--- config.mk ---
export PLATFORM = sky130hd
export DESIGN_NAME = inst_fetch_flat
export DESIGN_NICKNAME = d
export VERILOG_FILES = /design/src/rtl/inst_fetch_pkg.sv /design/src/rtl/inst_fetch_if.sv /design/src/rtl/inst_fetch_jump_lut.sv /design/src/rtl/inst_fetch.sv /design/src/flat_wrapper.sv
export SDC_FILE = /design/constraint.sdc
export NUM_CORES = 1
export LEC_CHECK = 0
export BUFFER_PORTS_ARGS = -buffer_cell sky130_fd_sc_hd__buf_4
export CAP_MARGIN = 10
export CORE_ASPECT_RATIO = 0.6
export CORE_MARGIN = 4
export CORE_UTILIZATION = 25
export DETAILED_ROUTE_END_ITERATION = 10
export PLACE_DENSITY_LB_ADDON = 0.12
export SYNTH_ARGS = -nofsm -noshare
export SYNTH_HDL_FRONTEND = slang
export SYNTH_SLANG_ARGS = --single-unit
--- constraint.sdc ---
create_clock -name Clk -period 2.74 [get_ports Clk]
set_input_delay 0.137 -clock Clk [delete_from_list [all_inputs] [get_ports Clk]]
set_output_delay 0.137 -clock Clk [all_outputs]
set_load 0.05 [all_outputs]
--- src/rtl/inst_fetch_pkg.sv ---
// Shared types and constants for the instruction fetch sequencer (package fetch_pkg).
// Optional feature macro: FETCH_INST_COUNT_EN (adds a 16-bit executed-instruction counter).
package fetch_pkg;

  localparam int ADDR_W    = 11;
  localparam int LUT_DEPTH = 32;
  localparam int JIDX_W    = 5;
  localparam int OFF_W     = 8;
  localparam int CNT_W     = 16;

  typedef logic [ADDR_W-1:0] addr_t;
  typedef logic [JIDX_W-1:0] jidx_t;
  typedef logic [CNT_W-1:0]  cnt_t;

  typedef enum logic [1:0] {
    IDLE = 2'd0,
    RUN  = 2'd1,
    DONE = 2'd2
  } state_e;

  localparam addr_t PROG0_BASE = 11'd0;
  localparam addr_t PROG1_BASE = 11'd512;
  localparam addr_t PROG2_BASE = 11'd1024;

  // Absolute jump targets; entry 0 is listed first.
  localparam addr_t JUMP_LUT [LUT_DEPTH] = '{
    11'd0,    11'd16,   11'd32,   11'd600,  11'd64,   11'd80,   11'd96,   11'd2000,
    11'd128,  11'd700,  11'd160,  11'd176,  11'd192,  11'd208,  11'd224,  11'd240,
    11'd256,  11'd272,  11'd288,  11'd304,  11'd320,  11'd336,  11'd352,  11'd368,
    11'd384,  11'd400,  11'd416,  11'd432,  11'd448,  11'd464,  11'd480,  11'd2047
  };

  // Entry address for a program select; select 3 is never launched, so 0 is a don't-care.
  function automatic addr_t prog_base(input logic [1:0] sel);
    case (sel)
      2'd0:    prog_base = PROG0_BASE;
      2'd1:    prog_base = PROG1_BASE;
      2'd2:    prog_base = PROG2_BASE;
      default: prog_base = PROG0_BASE;
    endcase
  endfunction

  // Sign-extend an instruction offset to address width (two's complement add wraps).
  function automatic addr_t sext_offset(input logic [OFF_W-1:0] off);
    sext_offset = {{(ADDR_W-OFF_W){off[OFF_W-1]}}, off};
  endfunction

endpackage

--- src/rtl/inst_fetch_if.sv ---
// Decoder/harness <-> fetch sequencer signal bundle.
// Optional feature macro: FETCH_INST_COUNT_EN (adds InstCount).
//
// Handshake: Start is a one-cycle request sampled on the rising clock edge together
// with ProgSel; it is accepted only in IDLE/DONE with ProgSel < 3 and is otherwise
// dropped without acknowledge. Halt/Stall/BranchEn are level qualifiers evaluated
// against the InstAddress currently presented and act only while Running is high.
interface inst_fetch_if;
  import fetch_pkg::*;

  logic              Start;
  logic [1:0]        ProgSel;
  logic              Halt;
  logic              Stall;
  logic              BranchEn;
  logic              BranchRel;
  logic [OFF_W-1:0]  BranchOffset;
  jidx_t             JumpIdx;
  addr_t             InstAddress;
  logic              Running;
  logic              Done;
`ifdef FETCH_INST_COUNT_EN
  cnt_t              InstCount;
`endif

  // Decoder / harness side
  modport master (
    output Start, ProgSel, Halt, Stall, BranchEn, BranchRel, BranchOffset, JumpIdx,
`ifdef FETCH_INST_COUNT_EN
    input  InstCount,
`endif
    input  InstAddress, Running, Done
  );

  // Fetch sequencer side
  modport slave (
    input  Start, ProgSel, Halt, Stall, BranchEn, BranchRel, BranchOffset, JumpIdx,
`ifdef FETCH_INST_COUNT_EN
    output InstCount,
`endif
    output InstAddress, Running, Done
  );

endinterface

--- src/rtl/inst_fetch_jump_lut.sv ---
// Combinational jump-table lookup: index -> absolute target. Out-of-range index yields 0.
module jump_lut
  import fetch_pkg::*;
(
  input  jidx_t idx,
  output addr_t target
);

  // Table read with range guard so a deeper index field cannot read past the table.
  always_comb begin
    target = '0;
    if ({1'b0, idx} < (JIDX_W+1)'(LUT_DEPTH)) begin
      target = JUMP_LUT[idx];
    end
  end

endmodule

--- src/rtl/inst_fetch.sv ---
// Program counter / fetch sequencer: launches a resident program on Start, steps the PC,
// applies relative branches and table jumps, holds on stall, reports Done on halt.
// Optional feature macro: FETCH_INST_COUNT_EN (saturating count of non-stalled RUN cycles).
module inst_fetch
  import fetch_pkg::*;
(
  input  logic              Clk,
  input  logic              Reset,
  inst_fetch_if.slave       bus,
  output state_e            dbg_state
);

  state_e state_q, state_d;
  addr_t  pc_q, pc_d;
  logic   running_q, running_d;
  logic   done_q, done_d;
  addr_t  jump_target;
  logic   start_ok;

  jump_lut u_jump_lut (
    .idx    (bus.JumpIdx),
    .target (jump_target)
  );

  assign start_ok = bus.Start && (bus.ProgSel != 2'd3);

  // Next-state and next-PC selection; priority in RUN is Halt > Stall > BranchEn > increment.
  always_comb begin
    state_d = state_q;
    pc_d    = pc_q;
    case (state_q)
      IDLE, DONE: begin
        if (start_ok) begin
          state_d = RUN;
          pc_d    = prog_base(bus.ProgSel);
        end
      end
      RUN: begin
        if (bus.Halt) begin
          state_d = DONE;
        end else if (bus.Stall) begin
          pc_d = pc_q;
        end else if (bus.BranchEn) begin
          pc_d = bus.BranchRel ? (pc_q + sext_offset(bus.BranchOffset)) : jump_target;
        end else begin
          pc_d = pc_q + addr_t'(1);
        end
      end
      default: begin
        state_d = IDLE;
        pc_d    = '0;
      end
    endcase
    running_d = (state_d == RUN);
    done_d    = (state_d == DONE);
  end

  // State, PC and status flags; reset aborts at once without producing Done.
  always_ff @(posedge Clk or negedge Reset) begin
    if (!Reset) begin
      state_q   <= IDLE;
      pc_q      <= '0;
      running_q <= 1'b0;
      done_q    <= 1'b0;
    end else begin
      state_q   <= state_d;
      pc_q      <= pc_d;
      running_q <= running_d;
      done_q    <= done_d;
    end
  end

  assign bus.InstAddress = pc_q;
  assign bus.Running     = running_q;
  assign bus.Done        = done_q;
  assign dbg_state       = state_q;

`ifdef FETCH_INST_COUNT_EN
  cnt_t count_q, count_d;

  // Cleared on accepted launch; counts RUN cycles that retire (halt cycle included), saturating.
  always_comb begin
    count_d = count_q;
    if ((state_q != RUN) && start_ok) begin
      count_d = '0;
    end else if ((state_q == RUN) && (bus.Halt || !bus.Stall) && (count_q != '1)) begin
      count_d = count_q + cnt_t'(1);
    end
  end

  // Counter register.
  always_ff @(posedge Clk or negedge Reset) begin
    if (!Reset) begin
      count_q <= '0;
    end else begin
      count_q <= count_d;
    end
  end

  assign bus.InstCount = count_q;
`endif

endmodule

--- src/flat_wrapper.sv ---
// flat-port wrapper written by rule: the top's interface ports become plain ports
module inst_fetch_flat import fetch_pkg::*;
  (Clk, Reset, dbg_state, bus_Start, bus_ProgSel, bus_Halt, bus_Stall, bus_BranchEn, bus_BranchRel, bus_BranchOffset, bus_JumpIdx, bus_InstAddress, bus_Running, bus_Done);
  inst_fetch_if bus_i ();
  input  logic Clk;
  input  logic Reset;
  output state_e dbg_state;
  input wire logic [$bits(bus_i.Start)-1:0] bus_Start;
  input wire logic [$bits(bus_i.ProgSel)-1:0] bus_ProgSel;
  input wire logic [$bits(bus_i.Halt)-1:0] bus_Halt;
  input wire logic [$bits(bus_i.Stall)-1:0] bus_Stall;
  input wire logic [$bits(bus_i.BranchEn)-1:0] bus_BranchEn;
  input wire logic [$bits(bus_i.BranchRel)-1:0] bus_BranchRel;
  input wire logic [$bits(bus_i.BranchOffset)-1:0] bus_BranchOffset;
  input wire logic [$bits(bus_i.JumpIdx)-1:0] bus_JumpIdx;
  output wire logic [$bits(bus_i.InstAddress)-1:0] bus_InstAddress;
  output wire logic [$bits(bus_i.Running)-1:0] bus_Running;
  output wire logic [$bits(bus_i.Done)-1:0] bus_Done;
  assign bus_i.Start = bus_Start;
  assign bus_i.ProgSel = bus_ProgSel;
  assign bus_i.Halt = bus_Halt;
  assign bus_i.Stall = bus_Stall;
  assign bus_i.BranchEn = bus_BranchEn;
  assign bus_i.BranchRel = bus_BranchRel;
  assign bus_i.BranchOffset = bus_BranchOffset;
  assign bus_i.JumpIdx = bus_JumpIdx;
  assign bus_InstAddress = bus_i.InstAddress;
  assign bus_Running = bus_i.Running;
  assign bus_Done = bus_i.Done;
  inst_fetch u_core (.Clk(Clk), .Reset(Reset), .bus(bus_i), .dbg_state(dbg_state));
endmodule
Word-level counts from Yosys, hierarchy flattened

Memories as Yosys holds them, arrays and structs flattened.
Cells that the tools add are included.

Register bits: 15
Memory bits (read-only): 352
Bits of input ports: 22
Output and inout port bits: 15
Logic and storage cells: 35
Memories kept: 1

$add $sub $neg: 2
Magnitude comparators: 1
Eq/ne operators: 10
Mux-type cells: 12
Bitwise operators: 1
Reduce and logical (&&, ||, !) cells: 4

Memory list:

| name            | words | bits a word | read ports | clocked after memory_dff | wr ports | line                      | RTL |
|---|---|---|---|---|---|---|---|
| (no name shown) | 32    | 11          | 1          | 0                        | 0        | inst_fetch_jump_lut.sv:13 | `target = JUMP_LUT[idx];` |

Operators with widths:

| operator                                      | number |
|---|---|
| 2-to-1 mux 11 bit                             | 7 |
| case mux 11 bit (2 select lines)              | 2 |
| adder 11 x 1 -> 11 bit, second input constant | 1 |
| adder 11 bit                                  | 1 |
| == test 2 x 1 -> 1 bit, second input constant | 3 |
| == test 2 bit, second input constant          | 3 |
| >= comparator 6 bit, second input constant    | 1 |
| != test 2 bit, second input constant          | 3 |
| NOT 5 -> 6 bit                                | 1 |
| 2-to-1 mux 2 bit                              | 2 |
| case mux 2 bit (2 select lines)               | 1 |
| AND reduction 3 bit                           | 1 |
| zero test 2 bit                               | 1 |
| != test 2 x 1 -> 1 bit, second input constant | 1 |
| OR reduction 2 bit                            | 1 |
| logical AND 1 bit                             | 1 |

Depth between registers and ports, before layout

Depth in word-level cells: 9
Depth in mapped cells: 9
Gate-level depth less buffers: 9

Modules after synthesis

Synthesis repeated with hierarchy kept, for this count alone.

Cell total of the unflattened synthesis: 203
Area, all modules: 1,610.3 sq um

Modules (own cells, without submodules):

| module     | times used | cells an instance | area an instance (sq um) | sequential area each (sq um) |
|---|---|---|---|---|
| inst_fetch | 1          | 173               | 1,413.9                  | 375.4 |
| jump_lut   | 1          | 30                | 196.4                    | 0.0 |

Least setup slack after synthesis

No wires, ideal clock.

Kind: reg2reg
Start: reg u_core.pc_q[0], in the netlist u_core.bus.InstAddress[0]
End: reg u_core.pc_q[8], in the netlist u_core.bus.InstAddress[8]
Arrival: 2,299 ps
Data required time: 2,672 ps
Setup slack: 373 ps
Cell stages (with the launch flop): 10
Path buffers: 0
Path through: dfrtp_1 ha_1 inv_1 fa_1 nor2b_4 o31a_1 o211ai_1 a2111oi_0 a31oi_1 nand2_1

Longest elaborated chain between the ends: 6
Elaborated cells on any way between the ends: 7
Those cells by class: add/sub: 2; mux: 5

Ends and longest elaborated chain:

| what                                 | line             | RTL |
|---|---|---|
| start: declaration                   | inst_fetch.sv:14 | `addr_t pc_q, pc_d;` |
| start signal: assignment             | inst_fetch.sv:67 | `pc_q <= pc_d;` |
| adder 11 bit                         | inst_fetch.sv:44 | `pc_d = bus.BranchRel ? (pc_q + sext_offset(bus.BranchOffset)) : jump_target;` |
| 2-to-1 mux 11 bit                    | inst_fetch.sv:44 |  |
| 2-to-1 mux 11 bit (*)                | inst_fetch.sv:43 | `end else if (bus.BranchEn) begin` |
| 2-to-1 mux 11 bit (*)                | inst_fetch.sv:41 | `end else if (bus.Stall) begin` |
| 2-to-1 mux 11 bit (*)                | inst_fetch.sv:39 | `if (bus.Halt) begin` |
| case mux 11 bit (2 select lines) (*) | inst_fetch.sv:31 | `case (state_q)` |

Mark *: on every way between the ends. The rest lies on a longest branch, timed or not. The select of a mux whose other input is x is not followed.
A chain may end at the register's enable or synchronous reset.

Worst setup path after layout

Ends and elaborated chain as after synthesis.

==> summary by stage <==
Run status
The run finished with clean final reports.

Clocking
The number of instances resized during post-cts repair is 0. The total number of H-tree levels is 1. The clock passes through at most 2 buffers. Buffers inserted to repair hold after CTS numbered 1.

The total clock buffers created by CTS is 3. The clock tree root buffer cell is clkbuf_8. The total number of clock tree sinks is 15. Once the clock tree was built, the setup fixing pass inserted 0 buffers. The clock insertion delay at the later pin of the skew report is 0.25 ns.

TritonCTS built the clock tree. After clock tree synthesis, the clock-pin slew on the worst setup and hold paths is 0.07 ns.

Hold path
The class of the most critical hold timing path is in -> reg. The worst hold path startpoint is bus_Halt.

Global route
Global routing used between 10 and 15% of the available tracks across all layers. The first global-routing pass estimated roughly 7900 um of wire. The residual overflow from global routing is 0. The via count of the first global-routing pass came to ~1400.

The pin count of the biggest net entering global routing is 20. The initial antenna violation count is 0.

Power
Cell internal power was estimated by the tool at 0.0005977 W. Net switching is between 40% and 50% of the power. For this design the static power due to leakage is around 0.95 nW.

The portion of total power attributed to sequential cells is between 20% and 30%. Power spread over the standard cell area amounts to approximately 540 mW/mm^2. The worst IR drop on VDD is 262.0 uV. In this run, the clock network consumes 17.1% of the power. The switching power total is approximately 0.00051 W. The combinational share of power is between 50 and 60%.

Finish
In the final layout, flip-flops and latches occupy around 380 sq um. The antenna diode count is 0. At the end of the flow, the number of nets in the layout was approximately 270. The fraction of final layout cells with drive strength greater than 1 is between 20% and 30%. In the final layout, the multi-input gates occupy between 0.001 and 0.0015 sq mm. Leaving out fill and tap cells, the most frequent cells in the layout are 41 x buf_4, 15 x nor2_1, 15 x nand2_1, 15 x dfrtp_1. The area growth from synthesis to layout is 26.50%.

The library cell used most frequently in the layout, excluding fill and tap cells, is buf_4. The layout filler cell count is roughly 700.

Yosys
The proportion of synthesized chip area in sequential cells is a little under a quarter. Synthesis instantiated 57 different standard cells from the library. The gate count after technology mapping is between 150 and 200. In the synthesized netlist the async set-or-reset flop fraction comes to 100.0%. The most common flop cell mapped by yosys is dfrtp_1. Yosys printed 0 warnings. The number of synthesized register bits is 15. The mean instance size in the synthesized netlist is around 8 sq um. The number of nets in the synthesized netlist is 230.

In this run, synthesis inferred 0 flip-flops with an integrated enable. The synthesized netlist occupies a cell area of 0.001610 sq mm.

Critical path
The data required time at the worst endpoint is 2.93 ns. The most critical setup path has its startpoint at u_core.bus.InstAddress[0]$_DFFE_PN0P_. The critical path in this run is classified as reg -> reg. The data arrival time of the critical path is about 2.5 ns.

Traced cell by cell, the critical path runs through ha_1, inv_1, fa_1, nor2b_4, o31a_1, o211ai_1, a2111oi_0, a31oi_1, nand2_1. The worst setup path is captured at a flip-flop. The number of buffers and inverters on the critical path is 1. The standard cell with the maximum stage delay on the critical path is a2111oi_0. The highest fanout seen on the critical path is 6. The largest single stage delay on the critical path is approximately 0.44 ns. The gate family responsible for the most delay along the worst path is compound AO/OA/AOI/OAI gates.

The startpoint of the lowest-slack register-to-register path is u_core.bus.InstAddress[0]$_DFFE_PN0P_. The startpoint type of the worst setup path is a flip-flop.

Route
The number of vias in the routed layout is approximately 1600. The remaining antenna violation count after routing is 0. The total wirelength of the detailed-routed design is approximately 5000 um. In the final routed layout, each cell accounts on average for roughly 16 um. In this run, the number of DRC markers left after iteration 0 of detailed routing was between 90 and 100. The via count normalized by instance count is 5.079. The total iterations of the first detailed-routing run is 4.

After detailed routing, the number of remaining DRC violations is 0.

STA
For the pin with the worst max-slew slack, the measured transition is 0.4213 ns. The smallest clock period supported by the final layout is computed as 2.279 ns. Headroom to the max-slew limit came out at 71.86%. Summed over all failing endpoints, the final setup total negative slack is 0 ns. The final cycle utilization of the critical path is between 80 and 90%. The final max-slew violation count is 0. The maximum frequency from static timing analysis is around 0.44 GHz. Setup repair after global routing left no endpoint under its margin. Setup violations remaining at the end of the flow were counted as 0. The total count of hold-check failures in the final report is 0. The final-layout worst hold slack is about 0.19 ns. For the final database, setup skew stands at ~0.0012 ns.

Floorplanning
The number of top-level design ports is 37. The die boundary height is roughly 70 um. The initialized floorplan defines 22 standard-cell rows. The die covers 0.007831 sq mm. For this configuration, the core starts out at a cell density of 26.12%. The horizontal die dimension is 111.6 um. The region available for standard cell placement spans between 0.006 and 0.007 sq mm.

Placement
Routability-driven placement finished with a final weighted congestion of between 0.7 and 0.8. The count of input and output buffers is 36. The HPWL after detailed placement is between 3000 and 4000 um.

Flow run
The tool flagged a number of max-cap violations equal to 0.
==> worst reg2reg max path, cell delays in order (launching register included) <==
cell and delay [ns]:
dfrtp_1 0.43, ha_1 0.19, inv_1 0.05, fa_1 0.43
nor2b_4 0.14, o31a_1 0.26, o211ai_1 0.13, a2111oi_0 0.44
a31oi_1 0.08, nand2_1 0.07
==> final timing paths <==
path | cells after the start | endpoint | slack (ns)
max | 9 | u_core.bus.InstAddress[8]$_DFFE_PN0P_ | 0.46
min | 3 | u_core.dbg_state[1]$_DFF_PN0_ | 0.19
max reg2reg | 9 | u_core.bus.InstAddress[8]$_DFFE_PN0P_ | 0.46
min reg2reg | 2 | u_core.bus.InstAddress[0]$_DFFE_PN0P_ | 0.60
max in group asynchronous | 2 | u_core.bus.InstAddress[8]$_DFFE_PN0P_ | 2.26
min in group asynchronous | 2 | u_core.bus.InstAddress[3]$_DFFE_PN0P_ | 0.29
==> state kept, by name, indices dropped and copies added, names as in the netlist <==
register and count:
u_core.bus.Done 1, u_core.bus.InstAddress 11, u_core.bus.Running 1, u_core.dbg_state 2
==> layer usage <==
metal,routed length (um),track usage [%]
met2,1918,17.10
met4,14,1.619
met1,2678,19.92
met3,359,3.377
met5,0,0
==> area by class of cell <==
class	count	share of cell area (%)
tap	84	5.160
timing repair buffer	42	15.60
clock buffer	4	2.211
multi-input combinational	165	57.31
inverter	7	1.290
sequential	15	18.43
==> synth_stat cells (all sizes together) (3+ instances only) <==
cell type  number  area share [%]
a21o            6             2.8
a21oi          11             3.4
and3            4             1.6
buf             4             1.4
clkbuf          5             1.2
dfrtp          15              23
ha             11             8.5
inv             7             1.6
mux2i           3             1.9
nand2          16             3.9
nand2b          4             1.6
nand3          12             3.7
nor2           15             3.5
nor2b           3             1.6
nor3            3            0.93
nor4b           3             2.6
o21a            3             1.4
o21ai          17             5.3
o31ai           4             1.9
xnor2           7             3.8
==> power by group through the flow <==
stage                     clock [W]  combinational (W)  sequential, W
after CTS                  0.000194           0.000605       0.000316
after floorplan                   0           0.000292       0.000440
final                      0.000189           0.000602       0.000315
after global routing       0.000202           0.000652       0.000322
after global placement            0           0.000610       0.000317
after detailed placement          0           0.000602       0.000318
==> stage by stage <==
step                      util, %  area [sq um]  power [W]  instances  setup slack [ns]
after global placement      32.14          1982  0.0009272        312            0.5170
after floorplan                 -          1610  0.0007321        196            0.3734
after detailed placement    32.14          1982  0.0009198        312            0.4977
after global routing        33.04          2037   0.001176        317            0.1864
final                       33.04          2037   0.001106        317            0.4613
after CTS                   33.04          2037   0.001115        317            0.4776
==> logic make-up (layout without fill, tap and decap cells) <==
logic type                 after synthesis  in the layout  share of synthesized area, %
DFF                                     15             15                         23.31
AOI/OAI and AO/OA                       68             68                         30.38
adders and majority gates               12             12                         9.790
xor gates and xnor gates                 9              9                         4.895
buffers and inverters                   16             53                         4.196
muxes                                    5              5                         3.263
and+or+nand+nor                         71             71                         24.16
(Power assumes the default switching activity.)
